## config.mk

```make
export PLATFORM = sky130hd
export DESIGN_NAME = alu_packet_ctrl
export DESIGN_NICKNAME = d
export VERILOG_FILES = /design/src/rtl/alu_packet_ctrl.sv
export SDC_FILE = /design/constraint.sdc
export NUM_CORES = 1
export LEC_CHECK = 0
export BUFFER_PORTS_ARGS = -buffer_cell sky130_fd_sc_hd__buf_2
export CAP_MARGIN = 20
export CORE_ASPECT_RATIO = 1.25
export CORE_MARGIN = 4
export CORE_UTILIZATION = 52
export CTS_BUF_LIST = sky130_fd_sc_hd__clkbuf_8
export CTS_CLUSTER_SIZE = 25
export DETAILED_ROUTE_END_ITERATION = 12
export PLACE_DENSITY = 0.73
export SYNTH_ARGS = -nofsm -noshare
export SYNTH_HDL_FRONTEND = slang
export SYNTH_SLANG_ARGS = --single-unit
```

## constraint.sdc

```tcl
create_clock -name clk_i -period 6.2 [get_ports clk_i]
set_input_delay 1.55 -clock clk_i [delete_from_list [all_inputs] [get_ports clk_i]]
set_output_delay 1.55 -clock clk_i [all_outputs]
set_load 0.005 [all_outputs]
```

## src/rtl/alu_packet_ctrl.sv

```systemverilog
// ============================================================================
// Module  : alu_packet_ctrl
// Purpose : Parses UART packets and either echoes the payload or feeds 32-bit
//           operands to the ALU and returns the 32-bit result on TX.
// Revision: 1.0
// ============================================================================
`default_nettype none

module alu_packet_ctrl #(
    parameter logic [7:0] ECHO_OP = 8'hEC,
    parameter logic [7:0] ADD_OP  = 8'hA0,
    parameter logic [7:0] MUL_OP  = 8'hA1,
    parameter logic [7:0] DIV_OP  = 8'hA2
) (
    input  logic        clk_i,
    input  logic        reset_ni,
    input  logic [7:0]  rx_data_i,
    input  logic        rx_valid_i,
    output logic        rx_ready_o,
    output logic [7:0]  tx_data_o,
    output logic        tx_valid_o,
    input  logic        tx_ready_i,
    output logic [1:0]  alu_op_o,
    output logic [31:0] alu_operand_o,
    output logic        alu_first_o,
    output logic        alu_last_o,
    output logic        alu_valid_o,
    input  logic        alu_ready_i,
    input  logic [31:0] alu_result_i,
    input  logic        alu_result_valid_i,
    output logic        err_o
);

    localparam logic [3:0] S_OPCODE  = 4'd0;
    localparam logic [3:0] S_RSVD    = 4'd1;
    localparam logic [3:0] S_LENLO   = 4'd2;
    localparam logic [3:0] S_LENHI   = 4'd3;
    localparam logic [3:0] S_ECHO    = 4'd4;
    localparam logic [3:0] S_OPERAND = 4'd5;
    localparam logic [3:0] S_ISSUE   = 4'd6;
    localparam logic [3:0] S_WAIT    = 4'd7;
    localparam logic [3:0] S_SEND    = 4'd8;
    localparam logic [3:0] S_DRAIN   = 4'd9;

    logic [3:0]  state_q,    state_d;
    logic [7:0]  opcode_q,   opcode_d;
    logic [7:0]  len_lo_q,   len_lo_d;
    logic [15:0] rem_q,      rem_d;
    logic [31:0] operand_q,  operand_d;
    logic [31:0] result_q,   result_d;
    logic [1:0]  byte_cnt_q, byte_cnt_d;
    logic        first_q,    first_d;
    logic        err_q,      err_d;
    logic [1:0]  alu_op_q,   alu_op_d;

    logic [15:0] w_len;
    logic [15:0] w_rem;
    logic        w_arith_ok;

    assign w_len = {rx_data_i, len_lo_q};
    assign w_rem = w_len - 16'd4;
    assign w_arith_ok = (((opcode_q == ADD_OP) || (opcode_q == MUL_OP)) &&
                         (w_rem != 16'd0) && (w_rem[1:0] == 2'b00)) ||
                        ((opcode_q == DIV_OP) && (w_rem == 16'd8));

    assign alu_operand_o = operand_q;
    assign alu_op_o      = alu_op_q;
    assign err_o         = err_q;

    always_comb begin
        state_d     = state_q;
        opcode_d    = opcode_q;
        len_lo_d    = len_lo_q;
        rem_d       = rem_q;
        operand_d   = operand_q;
        result_d    = result_q;
        byte_cnt_d  = byte_cnt_q;
        first_d     = first_q;
        err_d       = 1'b0;
        alu_op_d    = alu_op_q;
        rx_ready_o  = 1'b0;
        tx_valid_o  = 1'b0;
        tx_data_o   = 8'h00;
        alu_valid_o = 1'b0;
        alu_first_o = 1'b0;
        alu_last_o  = 1'b0;

        case (state_q)
            S_OPCODE: begin
                rx_ready_o = 1'b1;
                if (rx_valid_i) begin
                    opcode_d = rx_data_i;
                    state_d  = S_RSVD;
                end
            end
            S_RSVD: begin
                rx_ready_o = 1'b1;
                if (rx_valid_i) state_d = S_LENLO;
            end
            S_LENLO: begin
                rx_ready_o = 1'b1;
                if (rx_valid_i) begin
                    len_lo_d = rx_data_i;
                    state_d  = S_LENHI;
                end
            end
            S_LENHI: begin
                rx_ready_o = 1'b1;
                if (rx_valid_i) begin
                    if (w_len < 16'd4) begin
                        err_d   = 1'b1;
                        state_d = S_OPCODE;
                    end else if (opcode_q == ECHO_OP) begin
                        rem_d   = w_rem;
                        state_d = (w_rem == 16'd0) ? S_OPCODE : S_ECHO;
                    end else if (w_arith_ok) begin
                        rem_d      = w_rem;
                        first_d    = 1'b1;
                        byte_cnt_d = 2'd0;
                        alu_op_d   = (opcode_q == MUL_OP) ? 2'd1 :
                                     (opcode_q == DIV_OP) ? 2'd2 : 2'd0;
                        state_d    = S_OPERAND;
                    end else begin
                        rem_d   = w_rem;
                        err_d   = 1'b1;
                        state_d = (w_rem == 16'd0) ? S_OPCODE : S_DRAIN;
                    end
                end
            end
            S_ECHO: begin
                // Straight wire-through so echo adds no latency and no buffering
                tx_data_o  = rx_data_i;
                tx_valid_o = rx_valid_i;
                rx_ready_o = tx_ready_i;
                if (rx_valid_i && tx_ready_i) begin
                    rem_d = rem_q - 16'd1;
                    if (rem_q == 16'd1) state_d = S_OPCODE;
                end
            end
            S_OPERAND: begin
                rx_ready_o = 1'b1;
                if (rx_valid_i) begin
                    operand_d  = {rx_data_i, operand_q[31:8]};
                    rem_d      = rem_q - 16'd1;
                    byte_cnt_d = byte_cnt_q + 2'd1;
                    if (byte_cnt_q == 2'd3) state_d = S_ISSUE;
                end
            end
            S_ISSUE: begin
                alu_valid_o = 1'b1;
                alu_first_o = first_q;
                alu_last_o  = (rem_q == 16'd0);
                if (alu_ready_i) begin
                    first_d = 1'b0;
                    state_d = (rem_q == 16'd0) ? S_WAIT : S_OPERAND;
                end
            end
            S_WAIT: begin
                if (alu_result_valid_i) begin
                    result_d   = alu_result_i;
                    byte_cnt_d = 2'd0;
                    state_d    = S_SEND;
                end
            end
            S_SEND: begin
                tx_valid_o = 1'b1;
                tx_data_o  = result_q[{byte_cnt_q, 3'b000} +: 8];
                if (tx_ready_i) begin
                    byte_cnt_d = byte_cnt_q + 2'd1;
                    if (byte_cnt_q == 2'd3) state_d = S_OPCODE;
                end
            end
            S_DRAIN: begin
                rx_ready_o = 1'b1;
                if (rx_valid_i) begin
                    rem_d = rem_q - 16'd1;
                    if (rem_q == 16'd1) state_d = S_OPCODE;
                end
            end
            default: state_d = S_OPCODE;
        endcase
    end

    always_ff @(posedge clk_i or negedge reset_ni) begin
        if (!reset_ni) begin
            state_q    <= S_OPCODE;
            opcode_q   <= 8'h00;
            len_lo_q   <= 8'h00;
            rem_q      <= 16'h0000;
            operand_q  <= 32'h0;
            result_q   <= 32'h0;
            byte_cnt_q <= 2'd0;
            first_q    <= 1'b0;
            err_q      <= 1'b0;
            alu_op_q   <= 2'd0;
        end else begin
            state_q    <= state_d;
            opcode_q   <= opcode_d;
            len_lo_q   <= len_lo_d;
            rem_q      <= rem_d;
            operand_q  <= operand_d;
            result_q   <= result_d;
            byte_cnt_q <= byte_cnt_d;
            first_q    <= first_d;
            err_q      <= err_d;
            alu_op_q   <= alu_op_d;
        end
    end

endmodule

`default_nettype wire

```

==> results of run 1 <==
[final timing paths]
path                                  startpoint           endpoint  slack (ns)
worst max-delay path                  state_q[2]       tx_data_o[0]        2.07
worst min-delay path            alu_operand_o[6]   alu_operand_o[6]        0.50
worst max register to register       len_lo_q[2]        alu_op_o[1]        2.95
worst min register to register  alu_operand_o[6]   alu_operand_o[6]        0.50
max in group asynchronous               reset_ni       result_q[16]        3.85
min in group asynchronous               reset_ni  alu_operand_o[11]        1.17
[per-layer routing]
| metal | part of all wire [%] | global-route usage (%) |
|---|---|---|
| met2 | 51 | 37.2 |
| met4 | 3.5 | 10.9 |
| met3 | 5.4 | 5.15 |
| met1 | 40 | 26.2 |
| met5 | 0 | 0 |
[stage by stage]
stage / setup slack [ns] / utilization (%)
floorplan: 2.32 / -
global placement: 2.23 / 57.9
detailed placement: 2.16 / 57.9
CTS: 2.10 / 59.8
global route: 1.89 / 59.8
finish: 2.07 / 59.8
[logic make-up (layout without fill, tap and decap cells)]
kind of cell / count (synthesis) / after routing / share of synthesized area (%)
simple gates: 129 / 129 / 13.1
compound gates: 113 / 113 / 13.0
flops: 106 / 106 / 47.5
mux: 92 / 92 / 20.2
buf+inv: 46 / 127 / 3.43
xor+xnor: 9 / 9 / 1.41
fa+ha+maj: 6 / 6 / 1.34
[critical path, cell delays in order (launching register included)]
cell      delay (ns)
dfrtp_1         0.71
nand2b_1        0.26
nor3_1          0.80
a22o_1          0.30
buf_2           0.13
[cell type report]
| class | count | share of cell area, % |
|---|---|---|
| Clock inverter | 5 | 0.713 |
| Clock buffer | 11 | 2.40 |
| Timing Repair Buffer | 100 | 8.24 |
| Sequential cell | 106 | 42.0 |
| Tap cell | 132 | 2.62 |
| Multi-Input combinational cell | 349 | 43.4 |
| Inverter | 11 | 0.654 |
[flip-flops by register name (all words and copies together), names as in the netlist]
name / cells
first_q: 1
alu_op_o: 2
len_lo_q: 8
alu_operand_o: 32
result_q: 32
rem_q: 16
err_o: 1
byte_cnt_q: 2
opcode_q: 8
state_q: 4
[cells in the final DEF, fill, tap and decap left out, types with 5 or more instances in the layout]
cell      instances
a21oi_1          29
a22o_1            9
a22oi_1           5
buf_2            92
buf_4             8
clkbuf_8         11
dfrtp_1         106
ha_1              6
inv_1            11
mux2_2           78
mux4_2            8
nand2_1          25
nand3_1          15
nand3b_1          7
nand4_1           7
nor2_1           24
nor3_1           11
nor4_1            7
o21ai_0          26
o21ai_1           6
or3_1             5
xnor2_1           6
[power by group through the flow]
stage	clock network (mW)	logic (mW)	registers, mW
after floorplan	0	0.581	0.942
after global placement	0	0.653	1.04
after detailed placement	0	0.670	1.05
after CTS	0.438	0.674	1.03
after global routing	0.465	0.760	1.06
final	0.421	0.676	1.04
==> results.json, run 1 <==
{
  "grt_setup_unrepaired": "no",
  "finalSetupViolations": 0,
  "pwr-share-clk_pct": 19.7,
  "power_frac_comb_pct": 31.6,
  "antenna_found_initial": 0,
  "async_flop_share_pct": 100,
  "setup_total_negative_slack_ns": 0,
  "num-nets-final": 629,
  "grt_pass1_vias": 4364,
  "yosysWarningCount": 0,
  "max-cap-violations": 0,
  "drt.antenna.violating_nets": 0,
  "worst-setup-path-type": "reg -> out",
  "ff2ff_path_depth": 8,
  "synthDominantCellAreaShare_pct": 47.5,
  "layout.area.seq_um2": 2650,
  "vias_per_cell": 5.97,
  "numClockSinks": 106,
  "die_width_um": 101,
  "dp_hpwl_mm": 9.38,
  "cp.required_ns": 4.65,
  "swShare_pct": 37.7,
  "worst-endpoint-arrival_ns": 2.58,
  "timing.fmax_mhz": 242,
  "power.switching_uw": 806,
  "critPathLaunchType": "flop",
  "placedCellCount": 698,
  "routed_length_per_placed_instance_um": 18.0,
  "fin_worst_skew_ns": 0.00609,
  "max_slew_headroom_pct": 34.5,
  "globalRouteOverflowTotal": 0,
  "hold_path_class": "reg -> reg",
  "max-clock-path-buffers": 2,
  "grt_start_max_net_pins": 60,
  "cts_repair_resize_count": 0,
  "total_area_of_multi_input_combinational_cells_um2": 2740,
  "report.power.total_mw": 2.14,
  "place.gp.congestion": 0.885,
  "post_dp_cell_area_um2": 6120,
  "holdWs_ns": 0.503,
  "power_per_cell_area_nw_per_um2": 338,
  "finalHoldViolations": 0,
  "vias": 4261,
  "synthToLayoutAreaGrowth_pct": 13.1,
  "power.leakage_nw": 3.02,
  "synthCells": 501,
  "dr.pass1.iters": 5,
  "cts.hold.buffers_added": 0,
  "track_usage_pct": 22.0,
  "number_of_port_buffers": 93,
  "stdcell_count": 714,
  "seq_total_area_yosys_pct": 47.5,
  "post-synth-top-count-cell": "dfrtp_1",
  "end_kind": "output pin",
  "postSynth.topFlopCell": "dfrtp_1",
  "cell_type_with_the_highest_aggregate_area_in_the_netlist": "dfrtp_1",
  "final_period_minus_worst_setup_slack_ns": 4.13,
  "ys_types": 66,
  "clkSlewWorstSetupHoldPaths_ns": 0.10,
  "wire_length_of_the_first_global_routing_pass_mm": 21.4,
  "first_iter_violations": 240,
  "final_min_period_over_clock_period_pct": 66.6,
  "synthTopCellsByArea": "dfrtp_1, mux2_2, mux4_2",
  "ratio_of_cells_with_drive_above_1_in_the_final_layout_pct": 36.4,
  "routed_wirelength_mm": 12.9,
  "outcome": "finished, final reports clean",
  "design.portCount": 94,
  "cts_inserted_buffers": 9,
  "syn_area_um2": 5580,
  "post-route-drc-count": 0,
  "initial_utilization_pct": 52.9,
  "vdd_drop_max_mv": 0.177,
  "postSynthNetCount": 553,
  "crit_fanout": 20,
  "synth-seq-cells": 106,
  "clock_tree_from_tritoncts": "built",
  "std_cell_rows": 42,
  "clock-root-buffer": "clkbuf_8",
  "seq_power_share_pct": 48.7,
  "fillers": 863,
  "timing_max_transition_violations_final": 0,
  "clock_insertion_delay_worst_skew_ns": 0.37,
  "avgSynthCellArea_um2": 11.1,
  "cts.repair_timing.setup_buffer_count": 0,
  "cell_int_power_mw": 1.33,
  "die_h_um": 124,
  "hold-path-cell-count": 1,
  "antenna-diode-count": 0,
  "synth_top_cells_by_count": "dfrtp_1, mux2_2, a21oi_1",
  "clock_tree.htree_level_count": 3,
  "transition_time_of_the_tightest_slew_check_pin_ns": 0.975,
  "design_area_um2": 6310,
  "synth_edf_count": 0,
  "fp.coreArea_um2": 10600,
  "die_area_um2": 12500
}
No activity file was read; power rests on OpenSTA's default activity.
==> run 2: changes to the inputs <==
--- a/config.mk
+++ b/config.mk
@@ -5,6 +5,7 @@
 export SDC_FILE = /design/constraint.sdc
 export NUM_CORES = 1
 export LEC_CHECK = 0
+export ABC_AREA = 1
 export BUFFER_PORTS_ARGS = -buffer_cell sky130_fd_sc_hd__buf_2
 export CAP_MARGIN = 20
 export CORE_ASPECT_RATIO = 1.25
==> constraint.sdc (replaced) <==
create_clock -name clk_i -period 3.9 [get_ports clk_i]
set_input_delay 0.975 -clock clk_i [delete_from_list [all_inputs] [get_ports clk_i]]
set_output_delay 0.975 -clock clk_i [all_outputs]
set_load 0.005 [all_outputs]
==> results.json, run 2 <==
{
  "fp.coreArea_um2": 10600,
  "clkSlewWorstSetupHoldPaths_ns": 0.10,
  "postSynthNetCount": 760,
  "critical-path-slowest-cell": "dfrtp_1",
  "routed_length_per_placed_instance_um": 14.7,
  "finalSetupViolations": 0,
  "max-clock-path-buffers": 2,
  "end_kind": "output pin",
  "max_slew_headroom_pct": 38.5,
  "antenna-diode-count": 0,
  "final_period_minus_worst_setup_slack_ns": 2.99,
  "vias_per_cell": 5.36,
  "die_width_um": 102,
  "crit_path_cell_trace": "inv_1 -> ha_1 -> nand2_1 -> nor3_1 -> nand2_1 -> nor3_1 -> buf_2",
  "synth_top_cells_by_count": "nand2_1, dfrtp_1, inv_1",
  "postSynth.topFlopCell": "dfrtp_1",
  "grt_setup_unrepaired": "no",
  "synthTopCellsByArea": "dfrtp_1, nand2_1, mux2_2",
  "max-cap-violations": 0,
  "crit_fanout": 4,
  "critPathLaunchType": "flop",
  "clock-root-buffer": "clkbuf_8",
  "track_usage_pct": 22.9,
  "postLayoutCoreUtil_pct": 60.7,
  "initial_utilization_pct": 53.5,
  "cts_repair_resize_count": 0,
  "grt_start_max_net_pins": 61,
  "cts.repair_timing.setup_buffer_count": 0,
  "synthCells": 708,
  "cts.hold.buffers_added": 0,
  "clock_tree_from_tritoncts": "built",
  "power.leakage_nw": 3.46,
  "std_cell_rows": 42,
  "first_iter_violations": 293,
  "cp.required_ns": 2.92,
  "drt.antenna.violating_nets": 0,
  "grt_pass1_vias": 5070,
  "place.gp.congestion": 0.907,
  "design.portCount": 94,
  "synth-seq-cells": 106,
  "fillers": 977,
  "die_h_um": 125,
  "mostFrequentLayoutCell": "nand2_1",
  "transition_time_of_the_tightest_slew_check_pin_ns": 0.922,
  "number_of_port_buffers": 93,
  "wire_length_of_the_first_global_routing_pass_mm": 23.4,
  "timing.fmax_mhz": 334,
  "clock_tree.htree_level_count": 3,
  "post-synth-top-count-cell": "nand2_1",
  "worst-setup-path-type": "reg -> out",
  "synthDominantCellAreaShare_pct": 46.7,
  "vdd_drop_max_mv": 0.237,
  "cell_type_with_the_highest_aggregate_area_in_the_netlist": "dfrtp_1",
  "avgSynthCellArea_um2": 8.03,
  "seq_total_area_yosys_pct": 46.7,
  "fin_worst_skew_ns": 0.00983,
  "dp_hpwl_mm": 10.3,
  "final_min_period_over_clock_period_pct": 76.8,
  "syn_area_um2": 5680,
  "yosysWarningCount": 0,
  "synthToLayoutAreaGrowth_pct": 13.4,
  "post-route-drc-count": 0,
  "ys_types": 40,
  "final_cell_mix": "nand2_1, dfrtp_1, buf_2",
  "worst-endpoint-arrival_ns": 2.02,
  "synth_edf_count": 0,
  "finalHoldViolations": 0,
  "ratio_of_cells_with_drive_above_1_in_the_final_layout_pct": 22.2,
  "outcome": "finished, final reports clean",
  "antenna_found_initial": 0,
  "num-nets-final": 846,
  "globalRouteOverflowTotal": 0,
  "hold_path_class": "reg -> reg",
  "cts_inserted_buffers": 9,
  "clock_insertion_delay_worst_skew_ns": 0.38,
  "dr.pass1.iters": 5,
  "routed_wirelength_mm": 13.7,
  "die_area_um2": 12700,
  "numClockSinks": 106,
  "power_per_cell_area_nw_per_um2": 555,
  "critical-path-max-stage-delay_ns": 0.42,
  "setup_total_negative_slack_ns": 0,
  "timing_max_transition_violations_final": 0,
  "async_flop_share_pct": 100,
  "holdWs_ns": 0.496,
  "vias": 4993
}
run 2: changes by cell type after synthesis, moves of 8 or more:
| cell | delta |
|---|---|
| mux2_2 | -46 |
| mux4_2 | -8 |
| o21ai_0 | +41 |
| a22o_1 | -8 |
| nand3_1 | +30 |
| inv_1 | +67 |
| nand2_1 | +124 |
| nor2_1 | +51 |
run 2: through the flow:
stage | instances | power [mW] | area (um2) | setup WS, ns
2_1_floorplan | 708 | 2.55 | 5680 | 1.60
3_3_place_gp | 915 | 2.85 | 6250 | 1.00
3_5_place_dp | 915 | 2.92 | 6250 | 0.901
4_1_cts | 931 | 3.58 | 6440 | 0.878
5_1_grt | 931 | 3.88 | 6440 | 0.714
6_report | 931 | 3.58 | 6440 | 0.906
run 2: layout make-up:
type | instances | area [um2] | area share, %
tap | 132 | 165 | 2.56
multi-input combinational | 492 | 2600 | 40.3
timing repair buffer | 100 | 520 | 8.08
inverter | 85 | 319 | 4.95
clock buffer | 9 | 124 | 1.92
sequential | 106 | 2650 | 41.2
clock inverter | 7 | 63.8 | 0.990
run 2: per-layer routing:
layer / wire (um) / global-route usage [%] / vias up
li1: - / - / 2471
met1: 5670 / 29.2 / 2327
met2: 6850 / 37.2 / 154
met3: 714 / 4.71 / 41
met4: 458 / 10.2 / 0
met5: 0 / 0 / -
run 2: cells by family after synthesis:
family | after synthesis | synth area share, %
simple gates | 320 | 25.0
xor+xnor | 9 | 1.39
compound gates | 125 | 11.7
mux | 32 | 6.34
fa+ha+maj | 6 | 1.32
flops | 106 | 46.7
buf+inv | 110 | 7.62
run 2: worst paths after layout:
kind / to / start / cells after the start / slack [ns]
worst max-delay path: alu_last_o / rem_q[0] / 7 / 0.91
worst min-delay path: opcode_q[4] / opcode_q[4] / 2 / 0.50
worst max register to register: rem_q[13] / state_q[1] / 12 / 1.19
worst min register to register: opcode_q[4] / opcode_q[4] / 2 / 0.50
max in group asynchronous: first_q / reset_ni / 2 / 2.45
min in group asynchronous: rem_q[3] / reset_ni / 1 / 0.65
run 2: power by group:
part           internal, mW  total [mW]  switching (mW)
clock network         0.245       0.663           0.418
registers              1.34        1.55           0.206
logic                 0.482        1.37           0.885
total                  2.07        3.58            1.51
run 2: worst max-delay path: cells and delay by family (launching register included):
family	cells	cell delay, ns
AND/OR/NAND/NOR	4	0.76
flip-flops	1	0.42
buffers and inverters	2	0.26
adder cells (fa/ha/maj)	1	0.20
==> run 3: changes to the inputs <==
==> constraint.sdc (replaced) <==
create_clock -name clk_i -period 3 [get_ports clk_i]
set_input_delay 0.75 -clock clk_i [delete_from_list [all_inputs] [get_ports clk_i]]
set_output_delay 0.75 -clock clk_i [all_outputs]
set_load 0.005 [all_outputs]
==> results.json, run 3 (synthesis gave the netlist of run 2 again) <==
{
  "first_iter_violations": 304,
  "drt.antenna.violating_nets": 0,
  "post_dp_cell_area_um2": 6270,
  "outcome": "finished, final reports clean",
  "clkSlewWorstSetupHoldPaths_ns": 0.10,
  "track_usage_pct": 22.8,
  "postLayoutCoreUtil_pct": 61.0,
  "report.power.total_mw": 4.69,
  "vias": 4971,
  "power_per_cell_area_nw_per_um2": 724,
  "setup_ws_ns": 0.245,
  "cts.repair_timing.setup_buffer_count": 0,
  "critical-path-slowest-cell": "dfrtp_1",
  "vias_per_cell": 5.34,
  "cp.required_ns": 2.25,
  "place.gp.congestion": 0.943,
  "cts_repair_resize_count": 0,
  "clock_tree_from_tritoncts": "built",
  "critPathLaunchType": "flop",
  "hold_path_class": "in -> async",
  "worst-path-buf-inv": 2,
  "timing_max_transition_violations_final": 0,
  "numClockSinks": 106,
  "wire_length_of_the_first_global_routing_pass_mm": 23.2,
  "ratio_of_cells_with_drive_above_1_in_the_final_layout_pct": 22.2,
  "num-nets-final": 846,
  "mostFrequentLayoutCell": "nand2_1",
  "number_of_port_buffers": 93,
  "holdWs_ns": 0.397,
  "timing.fmax_mhz": 363,
  "dr.pass1.iters": 5,
  "crit_path_cell_trace": "inv_1 -> ha_1 -> nand2_1 -> nor3_1 -> nand2_1 -> nor3_1 -> buf_2",
  "finalHoldViolations": 0,
  "die_h_um": 125,
  "design_area_um2": 6470,
  "grt_start_max_net_pins": 57,
  "die_area_um2": 12700,
  "power.leakage_nw": 3.47,
  "clock_insertion_delay_worst_skew_ns": 0.38,
  "final_period_minus_worst_setup_slack_ns": 2.76,
  "fp.coreArea_um2": 10600,
  "finalSetupViolations": 0,
  "setup_total_negative_slack_ns": 0,
  "max_slew_headroom_pct": 40.7,
  "critical-path-max-stage-delay_ns": 0.42,
  "design.portCount": 94,
  "std_cell_rows": 42,
  "antenna-diode-count": 0,
  "clock-root-buffer": "clkbuf_8",
  "synthToLayoutAreaGrowth_pct": 13.9,
  "stdcell_count": 931,
  "placedCellCount": 915,
  "antenna_found_initial": 0,
  "crit_fanout": 4,
  "dp_hpwl_mm": 10.2,
  "grt_pass1_vias": 4920,
  "cts.hold.buffers_added": 0,
  "fin_worst_skew_ns": 0.00892,
  "die_width_um": 102,
  "grt_setup_unrepaired": "no",
  "clock_tree.htree_level_count": 3,
  "max-clock-path-buffers": 2,
  "routed_length_per_placed_instance_um": 14.6,
  "initial_utilization_pct": 53.5,
  "worst-setup-path-type": "reg -> out",
  "transition_time_of_the_tightest_slew_check_pin_ns": 0.889,
  "routed_wirelength_mm": 13.6,
  "worst-endpoint-arrival_ns": 2.01,
  "cts_inserted_buffers": 9,
  "placement.setup.worst_slack_ns": 0.263,
  "vdd_drop_max_mv": 0.329,
  "globalRouteOverflowTotal": 0,
  "max-cap-violations": 0,
  "end_kind": "output pin",
  "final_min_period_over_clock_period_pct": 91.8,
  "final_cell_mix": "nand2_1, dfrtp_1, buf_2",
  "post-route-drc-count": 0,
  "cpLargestDelayFamily": "simple AND/OR/NAND/NOR gates"
}
run 3: worst register-to-register path: cells and delay by family, from the launching register on:
kind	cells	cell delay, ns
AND/OR/NAND/NOR	7	1.28
buffers and inverters	2	0.39
adder cells (fa/ha/maj)	1	0.30
AO/OA/AOI/OAI	1	0.08
flip-flops	1	0.41
run 3: path summary, 6_finish.rpt:
| kind | to | slack [ns] | depth (start not counted) | start |
|---|---|---|---|---|
| setup / recovery | alu_last_o | 0.24 | 7 | rem_q[0] |
| min in group clk_i | first_q | 0.49 | 2 | first_q |
| hold reg to reg | first_q | 0.49 | 2 | first_q |
| setup reg to reg | rem_q[13] | 0.43 | 11 | len_lo_q[2] |
| max in group asynchronous | result_q[10] | 1.89 | 2 | reset_ni |
| hold / removal | rem_q[7] | 0.40 | 1 | reset_ni |
run 3: per-layer routing:
layer	up-vias	routed length, um	GRT usage (%)
li1	2463	-	-
met1	2346	5730	29.7
met2	143	6760	37.0
met3	19	798	5.04
met4	0	269	7.98
met5	-	0	0
run 3: final cells by class:
cell class,count,area (um2)
Clock inverter,6,66.3
Sequential cell,106,2650
Timing Repair Buffer,100,533
Clock buffer,10,138
Multi-Input combinational cell,492,2600
Tap cell,132,165
Inverter,85,319
Fill cell,956,4140
run 3: power breakdown:
part           switching, mW  internal, mW  total (mW)
Sequential             0.274          1.74        2.01
Combinational           1.13         0.626        1.75
Clock                  0.508         0.412       0.921
